## config.mk

```make
export PLATFORM = sky130hd
export DESIGN_NAME = imm_ext_pipe_flat
export DESIGN_NICKNAME = d
export VERILOG_FILES = /design/src/rtl/imm_ext_pipe_if.sv /design/src/rtl/imm_ext_pipe.sv /design/src/flat_wrapper.sv
export SDC_FILE = /design/constraint.sdc
export NUM_CORES = 1
export LEC_CHECK = 0
export ABC_AREA = 0
export CAP_MARGIN = 10
export CORE_MARGIN = 2
export CORE_UTILIZATION = 25
export CTS_CLUSTER_DIAMETER = 80
export DETAILED_ROUTE_END_ITERATION = 10
export SLEW_MARGIN = 20
export SYNTH_ARGS = -nofsm -noshare
export SYNTH_HDL_FRONTEND = slang
export SYNTH_SLANG_ARGS = --single-unit
```

## constraint.sdc

```tcl
create_clock -name clk -period 2.35 [get_ports clk]
set_clock_uncertainty 0.05 [all_clocks]
set_input_delay 0.705 -clock clk [delete_from_list [all_inputs] [get_ports clk]]
set_output_delay 0.705 -clock clk [all_outputs]
set_load 0.01 [all_outputs]
```

## src/rtl/imm_ext_pipe_if.sv

```systemverilog
// Request/response bundle for the immediate-extension pipe: request side
// (valid/ready, imm, EOp) and buffered result side (valid/ready, ext, err, count).
interface imm_ext_pipe_if #(
  parameter int IMM_W = 16,
  parameter int OUT_W = 32,
  parameter int DEPTH = 4
);
  logic                     in_valid;
  logic                     in_ready;
  logic [IMM_W-1:0]         imm;
  logic [2:0]               EOp;
  logic                     out_valid;
  logic                     out_ready;
  logic [OUT_W-1:0]         ext;
  logic                     err;
  logic [$clog2(DEPTH):0]   count;

  modport master (
    output in_valid, imm, EOp, out_ready,
    input  in_ready, out_valid, ext, err, count
  );

  modport slave (
    input  in_valid, imm, EOp, out_ready,
    output in_ready, out_valid, ext, err, count
  );
endinterface

```

## src/rtl/imm_ext_pipe.sv

```systemverilog
// Immediate extender: computes the extended value at accept time and queues
// {err, ext} in a DEPTH-entry FIFO; the head is presented one cycle later.
module imm_ext_pipe #(
  parameter int IMM_W = 16,
  parameter int OUT_W = 32,
  parameter int DEPTH = 4
) (
  input  logic          clk,
  input  logic          reset_n,
  imm_ext_pipe_if.slave bus
);
  localparam int AW = $clog2(DEPTH);
  localparam int CW = AW + 1;
  localparam int PW = OUT_W - IMM_W;

  logic [OUT_W-1:0] zext, sext, ext_new;
  logic             err_new;
  logic [OUT_W:0]   mem [DEPTH];
  logic [OUT_W:0]   head;
  logic [AW-1:0]    wr_ptr, rd_ptr;
  logic [CW-1:0]    count_q;
  logic             push, pop, not_empty;

  always_comb begin
    zext    = {{PW{1'b0}}, bus.imm};
    sext    = {{PW{bus.imm[IMM_W-1]}}, bus.imm};
    ext_new = '0;
    err_new = 1'b0;
    case (bus.EOp)
      3'b000:  ext_new = zext;
      3'b001:  ext_new = sext;
      3'b010:  ext_new = {bus.imm, {PW{1'b0}}};
      3'b011:  ext_new = sext << 2;
      3'b100:  ext_new = zext << 2;
      default: err_new = 1'b1;
    endcase
  end

  assign not_empty    = (count_q != '0);
  assign bus.in_ready = (count_q < CW'(DEPTH));
  assign push         = bus.in_valid && bus.in_ready;
  assign pop          = not_empty && bus.out_ready;

  always_ff @(posedge clk or negedge reset_n) begin
    if (!reset_n) begin
      wr_ptr  <= '0;
      rd_ptr  <= '0;
      count_q <= '0;
    end else begin
      if (push) wr_ptr <= wr_ptr + AW'(1);
      if (pop)  rd_ptr <= rd_ptr + AW'(1);
      if (push && !pop)      count_q <= count_q + CW'(1);
      else if (pop && !push) count_q <= count_q - CW'(1);
    end
  end

  // Storage needs no reset: nothing is visible unless count says so.
  always_ff @(posedge clk) begin
    if (push) mem[wr_ptr] <= {err_new, ext_new};
  end

  // Gating the head with not_empty makes ext/err drop to 0 together with
  // count during an asynchronous reset.
  assign head          = mem[rd_ptr];
  assign bus.out_valid = not_empty;
  assign bus.ext       = not_empty ? head[OUT_W-1:0] : '0;
  assign bus.err       = not_empty ? head[OUT_W] : 1'b0;
  assign bus.count     = count_q;
endmodule
```

## src/flat_wrapper.sv

```systemverilog
// flat-port wrapper written by rule: the top's interface ports become plain ports
module imm_ext_pipe_flat 
#(
  parameter int IMM_W = 16,
  parameter int OUT_W = 32,
  parameter int DEPTH = 4
)
  (clk, reset_n, bus_in_valid, bus_imm, bus_EOp, bus_out_ready, bus_in_ready, bus_out_valid, bus_ext, bus_err, bus_count);
  imm_ext_pipe_if #(.IMM_W(IMM_W), .OUT_W(OUT_W), .DEPTH(DEPTH)) bus_i ();
  input  logic clk;
  input  logic reset_n;
  input wire logic [$bits(bus_i.in_valid)-1:0] bus_in_valid;
  input wire logic [$bits(bus_i.imm)-1:0] bus_imm;
  input wire logic [$bits(bus_i.EOp)-1:0] bus_EOp;
  input wire logic [$bits(bus_i.out_ready)-1:0] bus_out_ready;
  output wire logic [$bits(bus_i.in_ready)-1:0] bus_in_ready;
  output wire logic [$bits(bus_i.out_valid)-1:0] bus_out_valid;
  output wire logic [$bits(bus_i.ext)-1:0] bus_ext;
  output wire logic [$bits(bus_i.err)-1:0] bus_err;
  output wire logic [$bits(bus_i.count)-1:0] bus_count;
  assign bus_i.in_valid = bus_in_valid;
  assign bus_i.imm = bus_imm;
  assign bus_i.EOp = bus_EOp;
  assign bus_i.out_ready = bus_out_ready;
  assign bus_in_ready = bus_i.in_ready;
  assign bus_out_valid = bus_i.out_valid;
  assign bus_ext = bus_i.ext;
  assign bus_err = bus_i.err;
  assign bus_count = bus_i.count;
  imm_ext_pipe #(.IMM_W(IMM_W), .OUT_W(OUT_W), .DEPTH(DEPTH)) u_core (.clk(clk), .reset_n(reset_n), .bus(bus_i));
endmodule
```

# Word level (Yosys, flattened, before mapping)
# Memory sizes are Yosys's and may differ from the RTL's.
# Cells that the tools add are included.
# W data, S select, Z words.
totals:
  ff_bits: 7
  ramBits: 132
  in_bits: 23
  out_inout_bits: 38
  word_cells: 31
  n_memories: 1
mem_list:
  columns: ["memory", "depth", "word_bits", "read_ports", "rd_ports_with_merged_regs", "write_ports", "line_no", "source"]
  rows:
  - ["u_core.mem", 4, 33, 1, 0, 1, "imm_ext_pipe.sv:18", "logic [OUT_W:0] mem [DEPTH];"]
op_classes:
  add_sub_neg: 4
  n_lt_le_gt_ge: 1
  eq_ne: 4
  mux: 8
  n_reduce_logical: 10
op_table:
  columns: ["operator", "count"]
  rows:
  - ["$pmux W32 S5", 1]
  - ["$mux W32", 1]
  - ["$eq A3 B2 Y1 const B", 2]
  - ["$mux W3", 2]
  - ["$reduce_or A5 Y1", 1]
  - ["$add A2 B1 Y2 const B", 2]
  - ["$logic_and A1 B1 Y1", 4]
  - ["$mux W1", 4]
  - ["$add A3 B1 Y3 const B", 1]
  - ["$eq A3 B1 Y1 const B", 1]
  - ["$eq A3 B3 Y1 const B", 1]
  - ["$logic_not A3 Y1", 1]
  - ["$lt A3 B3 Y1 const B", 1]
  - ["$reduce_bool A3 Y1", 1]
  - ["$sub A3 B1 Y3 const B", 1]
  - ["$logic_not A1 Y1", 2]
  - ["$reduce_bool A2 Y1", 1]

# Logic depth before layout (Yosys ltp)
# Gate-level depths: netlist of the first run.
depth:
  word_depth: 6
  depth_mapped: 9
  depth_no_buf: 8

# Least setup slack after synthesis of the first run
# Ideal clock, no wire load.
synth_timing:
  path_kind: "input to register"
  start: "input port bus_in_valid"
  end: "memory u_core.mem[0][0] (netlist name) (enable)"
  setup_ns: 0.393
  t_arrival_ns: 1.890
  required_time_ns: 1.907
  slack_ns: 0.017
  path_stages: 3
  n_path_buf: 1
  path_cell_list: "nor2b_1 clkbuf_1 and2_1"
synth_between:
  elab_chain_cells: 3
synth_rtl:
  columns: ["element", "line_no", "source"]
  rows:
  - ["start: declaration", "flat_wrapper.sv:12", "input wire logic [$bits(bus_i.in_valid)-1:0] bus_in_valid;"]
  - ["$logic_and A1 B1 Y1", "imm_ext_pipe.sv:41", "assign push = bus.in_valid && bus.in_ready;"]
  - ["named net u_core.push", "imm_ext_pipe.sv:22", "logic push, pop, not_empty;"]
  - ["$mux W1", "imm_ext_pipe.sv:59", "if (push) mem[wr_ptr] <= {err_new, ext_new};"]
  - ["$mux W1 (not written as such)", "imm_ext_pipe.sv:59", null]
  - ["end: declaration", "imm_ext_pipe.sv:18", null]
# The timed path passes the listed nets, and every way through them passes these cells.

# Final worst setup path of the first run
layout_timing:
  start: "register u_core.rd_ptr[0]"
  end: "output port bus_ext[10]"
layout_between:
  elab_chain_cells: 2
layout_rtl:
  columns: ["element", "line_no", "source"]
  rows:
  - ["start: declaration", "imm_ext_pipe.sv:20", "logic [AW-1:0] wr_ptr, rd_ptr;"]
  - ["start signal: assignment", "imm_ext_pipe.sv:51", "if (pop) rd_ptr <= rd_ptr + AW'(1);"]
  - ["$mem_v2 Z4 W33", null, null]
  - ["$mux W32", "imm_ext_pipe.sv:66", "assign bus.ext = not_empty ? head[OUT_W-1:0] : '0;"]
  - ["end: declaration", "flat_wrapper.sv:18", "output wire logic [$bits(bus_i.ext)-1:0] bus_ext;"]
# Every way passes these cells.

==> results of run 1 <==
worst reg2reg max path, stage by stage, from the launching register on:
cell and delay (ps):
dfrtp_1 380, or3_4 420, buf_12 160, clkbuf_16 180
nand2_2 110, ha_4 150, inv_1 50, fa_2 330
xor2_1 150, nor2_1 120, xnor2_1 130
area by class of cell:
cell class	instances	share of cell area, %
Sequential cell	139	51.2
Timing Repair Buffer	112	15.6
Multi-Input combinational cell	162	21.5
Clock buffer	18	5.31
Tap cell	319	4.94
Clock inverter	13	1.28
Inverter	4	0.186
where the power goes:
group | switching, mW | leakage, nW | internal [mW]
Sequential | 0.116 | 1.31 | 3.13
Clock | 0.982 | 0.249 | 1.43
Combinational | 1.77 | 1.37 | 2.55
Total | 2.87 | 2.92 | 7.11
layout by cell type, fill, tap and decap left out, types with 5 or more instances in the layout:
| cell type | count |
|---|---|
| buf_12 | 16 |
| clkinvlp_4 | 5 |
| and2_1 | 12 |
| nor2b_1 | 14 |
| a21oi_1 | 16 |
| mux4_2 | 33 |
| o2bb2ai_1 | 14 |
| a21o_1 | 14 |
| dfrtp_1 | 6 |
| clkbuf_16 | 18 |
| and2_4 | 26 |
| xnor2_1 | 5 |
| buf_2 | 8 |
| buf_6 | 30 |
| clkdlybuf4s50_1 | 25 |
| edfxtp_1 | 132 |
| buf_4 | 29 |
per-layer routing:
layer,vias up,track usage [%]
met2,96,19.3
met4,0,3.71
li1,1505,-
met5,-,0
met3,18,3.32
met1,1661,15.3
flip-flops by register name, indices dropped and copies added (netlist names):
name	flops
u_core.wr_ptr	2
u_core.rd_ptr	2
u_core.mem	132
u_core.bus.count	3
kinds of logic (layout without fill, tap and decap cells):
| group | count (synthesis) | after routing | synth area share [%] |
|---|---|---|---|
| adder cells (fa/ha/maj) | 6 | 6 | 1.38 |
| XOR/XNOR | 6 | 6 | 0.878 |
| flip-flops | 139 | 139 | 69.1 |
| buffers and inverters | 27 | 147 | 2.97 |
| multiplexers | 35 | 35 | 13.1 |
| AND/OR/NAND/NOR | 68 | 68 | 7.13 |
| AO/OA/AOI/OAI | 47 | 47 | 5.43 |
path summary, 6_finish.rpt:
check,slack [ps],startpoint,to,cells after the start
worst max-delay path,-310,u_core.rd_ptr[0]$_DFFE_PN0P_,bus_ext[10],5
worst min-delay path,520,reset_n,u_core.rd_ptr[0]$_DFFE_PN0P_,1
worst max register to register,50,u_core.bus.count[2]$_DFFE_PN0P_,u_core.bus.count[2]$_DFFE_PN0P_,10
worst min register to register,550,u_core.bus.count[0]$_DFFE_PN0P_,u_core.bus.count[0]$_DFFE_PN0P_,2
max in group asynchronous,1430,reset_n,u_core.rd_ptr[0]$_DFFE_PN0P_,1
min in group clk,550,u_core.bus.count[0]$_DFFE_PN0P_,u_core.bus.count[0]$_DFFE_PN0P_,2
through the flow:
stage | hold WS, ps | power, mW | TNS (ps) | setup slack [ps]
finish | 525 | 9.99 | -8600 | -314
global route | 546 | 10.5 | -10830 | -366
CTS | 522 | 10.1 | -10030 | -372
detailed placement | 536 | 6.89 | -20960 | -252
global placement | 508 | 6.83 | -15480 | -235
floorplan | 359 | 5.20 | 0 | 16.9
timing repair:
action | CTS | global route
endpoints found under the hold margin | 0 | 0
endpoints found under the setup margin | 34 | 37
gates cloned | 5 | 1
pin swaps | 33 | 4
resized for setup | 195 | 18
buffers inserted | 11 | 3
==> flow_summary.yaml, run 1 <==
yosys:
  synth_area_leaders: "edfxtp_1, mux4_2, and2_1"
  ys_types: 31
  avgSynthCellArea_um2: 18.3
  yosys-top-cells-count: "edfxtp_1, and2_1, mux4_2"
  yosys.area.top_type_share_pct: 66.2
  ys_ff_latch: 139
  syn_area_um2: 5990
  yosysMostFrequentCell: "edfxtp_1"
  yosysSeqAreaShare_pct: 69.1
  yosysTopAreaCell: "edfxtp_1"
  synth_fp_nets: 357
  synth-edff-count: 132
  ys_async_sr_fraction_pct: 5.04
  ys_warn_count: 0
  yosys_most_used_dff: "edfxtp_1"
  syn_inst: 328
timing:
  period_needed_ps: 2660
  worst_slew_pin_slew_ps: 573
  grt_setup_unrepaired: "true"
  fin_ws_ps: -314
  max_freq_ghz: 0.375
  finalHoldViolCount: 0
  fin_crit_sh_pct: 113
  setup_viol: 33
  slew_headroom_pct: 61.4
  drv_slew: 0
floorplan:
  die_h_um: 159
  die_w_um: 159
  die_area_um2: 25200
  start_util_pct: 25.5
  fp-row-count: 56
  ios: 61
  core_area_um2: 23500
finish:
  num_antenna_cells: 0
  fin_area_um2: 8090
  utilization_pct: 34.4
  regArea_um2: 4140
  drive_above_1_share_pct: 40.2
  fill_cells: 2229
  fin_cells: 767
  syn_to_final_growth_pct: 35.0
  multiInputGateArea_um2: 1740
  nets: 465
critical_path:
  endpoint_kind: "primary output"
  required_ps: 1590
  critPathTopFamily: "multiplexers"
  crit_arrival_ps: 1910
  cp_num_buf_inv: 3
  critical-path-max-stage-delay_ps: 540
  crit_fanout: 5
  crit_top_cell: "buf_6"
  startpoint_type: "register"
  critPathSlowestCell: "mux4_2"
  worstPathCellList: "buf_6 -> buf_12 -> mux4_2 -> and2_4 -> buf_6"
  path_class: "reg2out"
placed_design:
  dp_hpwl_um: 8780
  gp_congestion: 0.813
  place_area_um2: 7230
  dp_cells: 720
  io_buffer_count: 60
worst_hold_path:
  hp-class: "in2async"
cts:
  cts_made_buffers: 17
  cts_root_buf: "clkbuf_16"
  cts_tree: "done"
  insertion_delay_ps: 420
  clockBufferDepth: 2
  h-tree-depth: 4
  cts_hold_buf: 0
  clk_pin_slew_ps: 60
  cts_sinks: 139
pwr:
  p_leak_nw: 2.92
  ir_drop_mv: 0.538
  power_density_nw_per_um2: 1240
grt:
  first_global_vias: 3561
  grtUsageTotal_pct: 11.8
  grt_max_degree: 34
  grt_pass1_wl_um: 21900
  grt_overflow_total: 0
  antenna_found_initial: 1
run_status:
  status: "finished, violations left"
  violations: "negative setup slack"
drt:
  dr_total_vias: 3280
  wl_um: 14300
  drt_iter0_drc: 240
  drc_errors: 0
  met1Wirelength_um: 6210
  routedWlPerCell_um: 18.6
  top_layer: "met4"
  ant_nets: 0
  met2_length_um: 7000
  via_per_inst: 4.28
  drtPass1Iterations: 4
  wl_met3_um: 864
run:
  max_cap_viol_count: 0
(Power assumes the default switching activity.)
==> run 2, diff against run 1 <==
--- a/config.mk
+++ b/config.mk
@@ -7,9 +7,10 @@
 export LEC_CHECK = 0
 export ABC_AREA = 0
 export CAP_MARGIN = 10
+export CORE_ASPECT_RATIO = 0.6
 export CORE_MARGIN = 2
 export CORE_UTILIZATION = 25
-export CTS_CLUSTER_DIAMETER = 80
+export CTS_BUF_LIST = sky130_fd_sc_hd__clkbuf_2 sky130_fd_sc_hd__clkbuf_4 sky130_fd_sc_hd__clkbuf_8
 export DETAILED_ROUTE_END_ITERATION = 10
 export SLEW_MARGIN = 20
 export SYNTH_ARGS = -nofsm -noshare
==> run 2 against run 1 <==
  * The run still ends with negative setup slack left
  * Register-to-register slack better by 80 ps
  * Via count up 4.1%
  * Critical path depth grew 1
  * Highest routed layer unchanged
==> flow_summary.yaml, run 2 (synthesis gave the netlist of run 1 again) <==
cts:
  clk_pin_slew_ps: 80
  cts_sinks: 139
  insertion_delay_ps: 430
  clockBufferDepth: 2
  h-tree-depth: 4
  cts_root_buf: "clkbuf_8"
  cts_made_buffers: 17
  cts_tree: "done"
placed_design:
  io_buffer_count: 60
  gp_congestion: 0.793
  dp_cells: 723
  dp_hpwl_um: 9550
  place_area_um2: 7270
critical_path:
  r2r_cells: 7
  endpoint_kind: "primary output"
  crit_arrival_ps: 1990
  rrSetupSlack_ps: 130
  critPathTopFamily: "buffers and inverters"
  r2r_start: "u_core.bus.count[2]$_DFFE_PN0P_"
  required_ps: 1590
  path_class: "reg2out"
  critPathSlowestCell: "dfrtp_2"
  critical-path-max-stage-delay_ps: 450
  cp_num_buf_inv: 4
  crit_fanout: 7
  cp.depth: 6
  worst_r2r_endpoint: "u_core.bus.count[1]$_DFFE_PN0P_"
  worstPathCellList: "buf_12 -> buf_12 -> buf_6 -> mux4_2 -> and2_4 -> buf_6"
  startpoint_type: "register"
pwr:
  power_density_nw_per_um2: 1200
  p_leak_nw: 2.90
  ir_drop_mv: 0.619
floorplan:
  core_area_um2: 23300
  fp-row-count: 43
  start_util_pct: 25.7
  die_w_um: 204
  ios: 61
  die_h_um: 124
  die_area_um2: 25200
timing:
  max_freq_ghz: 0.364
  fin_crit_sh_pct: 117
  period_needed_ps: 2750
  worst_slew_pin_slew_ps: 573
  setup_viol: 34
  whs_ps: 505
  slew_headroom_pct: 61.8
  finalHoldViolCount: 0
  fin_ws_ps: -396
  grt_setup_unrepaired: "true"
  drv_slew: 0
finish:
  fin_area_um2: 7990
  largest_register: "u_core.mem"
  num_antenna_cells: 0
  layout_commonest_cell: "edfxtp_1"
  largest_register_ffs: 132
  nets: 472
  syn_to_final_growth_pct: 33.4
  final_cell_mix: "edfxtp_1, buf_4, mux4_2, buf_6, and2_4"
  fin_cells: 771
  drive_above_1_share_pct: 42.3
grt:
  grt_overflow_total: 0
  grtUsageTotal_pct: 12.2
  antenna_found_initial: 0
  grt_max_degree: 34
  grt_pass1_wl_um: 22000
  first_global_vias: 3636
drt:
  routedWlPerCell_um: 18.8
  drc_errors: 0
  wl_um: 14500
  ant_nets: 0
  drtPass1Iterations: 5
  via_per_inst: 4.43
  drt_iter0_drc: 286
  dr_total_vias: 3415
run_status:
  status: "finished, violations left"
  violations: "negative setup slack"
run:
  max_cap_viol_count: 0
worst_hold_path:
  hp-class: "in2async"
==> run 2: changes by cell type in the layout (fill, tap and decap cells not counted), moves of 3 or more <==
cell | previous run | this run
clkbuf_8 | 0 | 17
clkinv_2 | 4 | 1
buf_6 | 30 | 33
buf_2 | 8 | 4
buf_4 | 29 | 40
and2_4 | 26 | 31
clkbuf_16 | 18 | 0
and2_1 | 12 | 7
==> run 2: area by class of cell <==
class                      count  area (um^2)
clock inverter                15          171
inverter                       4         15.0
fill                        2225        15300
clock buffer                  17          234
tap                          315          394
timing repair buffer         119         1290
sequential                   139         4140
multi-input combinational    162         1740
==> run 2: metal layers <==
layer | GRT usage, % | vias to the layer above | share of wire [%]
met5 | 0 | - | 0
met4 | 3.28 | 0 | 0.72
met3 | 3.14 | 10 | 5.8
met2 | 19.1 | 103 | 46
met1 | 17.0 | 1791 | 47
li1 | - | 1511 | -
==> run 2: worst max path at each step <==
stage | endpoint | from | slack (ps)
floorplan | u_core.mem[0][0]$_DFFE_PP_ | bus_in_valid | 20
global placement | bus_err | u_core.rd_ptr[0]$_DFFE_PN0P_ | -260
CTS | bus_ext[0] | u_core.rd_ptr[0]$_DFFE_PN0P_ | -440
global route | bus_ext[0] | u_core.rd_ptr[0]$_DFFE_PN0P_ | -480
finish | bus_ext[0] | u_core.rd_ptr[0]$_DFFE_PN0P_ | -400
detailed placement | bus_ext[31] | u_core.rd_ptr[0]$_DFFE_PN0P_ | -260
==> run 2: what timing repair did <==
item,CTS,global route
endpoints found under the setup margin,35,36
gates cloned,4,0
setup buffers,11,5
pin swaps,33,3
resized for setup,198,25
hold buffers,0,0
==> run 2: worst register-to-register path, delay by kind of cell, from the launching register on <==
family | cells | cell delay (ps)
fa+ha+maj | 2 | 580
buf+inv | 2 | 250
flops | 1 | 380
mux | 1 | 270
simple gates | 2 | 580
==> run 2: through the flow <==
stage | setup slack [ps] | setup TNS (ps) | utilization (%) | total power [mW]
3_5_place_dp | -257 | -16160 | 31.2 | 6.86
2_1_floorplan | 16.9 | 0 | - | 5.20
4_1_cts | -436 | -11870 | 34.0 | 9.55
6_report | -396 | -10090 | 34.3 | 9.57
5_1_grt | -484 | -13110 | 34.3 | 10.1
3_3_place_gp | -261 | -12890 | 31.2 | 6.81
==> run 2: report_power, final <==
group	switching, mW	internal [mW]
combinational	1.76	2.59
sequential	0.112	3.13
clock	0.932	1.05
total	2.81	6.76
==> run 3, diff against run 2 <==
--- a/config.mk
+++ b/config.mk
@@ -7,7 +7,7 @@
 export LEC_CHECK = 0
 export ABC_AREA = 0
 export CAP_MARGIN = 10
-export CORE_ASPECT_RATIO = 0.6
+export CORE_ASPECT_RATIO = 1.75
 export CORE_MARGIN = 2
 export CORE_UTILIZATION = 25
 export CTS_BUF_LIST = sky130_fd_sc_hd__clkbuf_2 sky130_fd_sc_hd__clkbuf_4 sky130_fd_sc_hd__clkbuf_8
==> run 3 against run 2 <==
  * The run still ends with negative setup slack left
  * Register-to-register slack improved by 40 ps
  * Clock-buffer cell count rose by 10
  * Global-route usage fell by 1.1 points
  * Die area barely moved
  * Critical path type unchanged
==> flow_summary.yaml, run 3 (synthesis gave the netlist of run 1 again) <==
run_status:
  status: "finished, violations left"
  violations: "negative setup slack"
timing:
  slew_headroom_pct: 63.5
  worst_slew_pin_slew_ps: 548
  setup_viol: 33
  drv_slew: 0
  max_freq_ghz: 0.363
  whs_ps: 461
  finalHoldViolCount: 0
  period_needed_ps: 2760
  grt_setup_unrepaired: "true"
  fin_ws_ps: -407
  fin_crit_sh_pct: 117
cts:
  cts_made_buffers: 25
  clockBufferDepth: 3
  clk_pin_slew_ps: 70
  h-tree-depth: 4
  cts_tree: "done"
  cts_root_buf: "clkbuf_8"
  cts_hold_buf: 0
  insertion_delay_ps: 460
  cts_sinks: 139
finish:
  fin_cells: 758
  largest_register: "u_core.mem"
  num_antenna_cells: 0
  final_cell_mix: "edfxtp_1, buf_6, buf_4"
  syn_to_final_growth_pct: 31.6
  fin_area_um2: 7880
  layout_commonest_cell: "edfxtp_1"
  largest_register_ffs: 132
  utilization_pct: 33.6
  drive_above_1_share_pct: 41.0
  nets: 478
  fill_cells: 2212
pwr:
  p_comb_share_pct: 44.8
  p_leak_nw: 2.87
  internal_power_mw: 6.61
  p_sw_share_pct: 28.8
  p_clk_share_pct: 20.0
  ir_drop_mv: 0.353
  seq_power_share_pct: 35.2
  power_density_nw_per_um2: 1180
  p_switching_mw: 2.67
placed_design:
  gp_congestion: 0.848
  dp_cells: 714
  io_buffer_count: 60
  place_area_um2: 7240
  dpl_worst_slack_ps: -281
  dp_hpwl_um: 9480
grt:
  grt_max_degree: 25
  grt_overflow_total: 0
  first_global_vias: 3687
  antenna_found_initial: 0
  grtUsageTotal_pct: 11.2
  grt_pass1_wl_um: 21400
run:
  max_cap_viol_count: 0
critical_path:
  r2r_cells: 9
  rrSetupSlack_ps: 170
  startpoint_type: "register"
  required_ps: 1590
  endpoint_kind: "primary output"
  crit_arrival_ps: 2000
  crit_fanout: 8
  path_class: "reg2out"
floorplan:
  start_util_pct: 25.6
  die_area_um2: 25300
  core_area_um2: 23400
  die_h_um: 209
  ios: 61
  fp-row-count: 74
  die_w_um: 121
drt:
  drt_iter0_drc: 180
  drc_errors: 0
  ant_nets: 0
  dr_total_vias: 3297
  via_per_inst: 4.35
  drtPass1Iterations: 4
  routedWlPerCell_um: 17.8
  wl_um: 13500
worst_hold_path:
  hp-class: "in2async"
==> run 3: final timing paths <==
check                                             endpoint                            start
setup reg to reg           u_core.bus.count[2]$_DFFE_PN0P_  u_core.bus.count[2]$_DFFE_PN0P_
max in group asynchronous     u_core.rd_ptr[0]$_DFFE_PN0P_                          reset_n
hold / removal             u_core.bus.count[2]$_DFFE_PN0P_                          reset_n
min in group clk           u_core.bus.count[1]$_DFFE_PN0P_  u_core.bus.count[1]$_DFFE_PN0P_
hold reg to reg            u_core.bus.count[1]$_DFFE_PN0P_  u_core.bus.count[1]$_DFFE_PN0P_
setup / recovery                               bus_ext[10]     u_core.rd_ptr[0]$_DFFE_PN0P_
==> run 3: repair_timing <==
item	CTS	global route
pin swaps	23	5
gates cloned	2	0
gates resized for setup	196	22
setup endpoints to repair	35	36
setup buffers	11	3
==> run 3: power groups by stage <==
stage | clock (mW) | combinational (mW) | sequential, mW
after floorplan | 0 | 1.92 | 3.28
after global placement | 0 | 3.55 | 3.28
after detailed placement | 0 | 3.59 | 3.31
after CTS | 1.90 | 4.12 | 3.27
after global routing | 2.01 | 4.50 | 3.29
final | 1.86 | 4.16 | 3.26
==> run 3: area by class of cell <==
class                           count  area (um^2)  share of cell area [%]
Tap cell                          304          380                    4.83
Inverter                            4         15.0                   0.191
Clock buffer                       27          365                    4.64
Multi-Input combinational cell    162         1730                    21.9
Timing Repair Buffer              117         1230                    15.6
Clock inverter                      5         23.8                   0.302
Sequential cell                   139         4140                    52.5
==> run 3: metal layers <==
metal / vias up / global-route usage [%] / routed length [um]
li1: 1515 / - / -
met3: 13 / 1.17 / 362
met2: 71 / 21.1 / 7640
met1: 1698 / 12.2 / 5180
met5: - / 0 / 0
met4: 0 / 5.37 / 332
==> run 3: worst max-delay path: stages (launching register included) <==
cell and delay, ps:
dfrtp_2 490, buf_12 170, buf_4 110, mux4_2 490
and2_4 170, buf_6 110
==> run 3: per-stage QoR <==
step	power, mW	TNS [ps]
2_1_floorplan	5.20	0
3_3_place_gp	6.83	-15840
3_5_place_dp	6.89	-18200
4_1_cts	9.29	-13080
5_1_grt	9.80	-13640
6_report	9.28	-11090
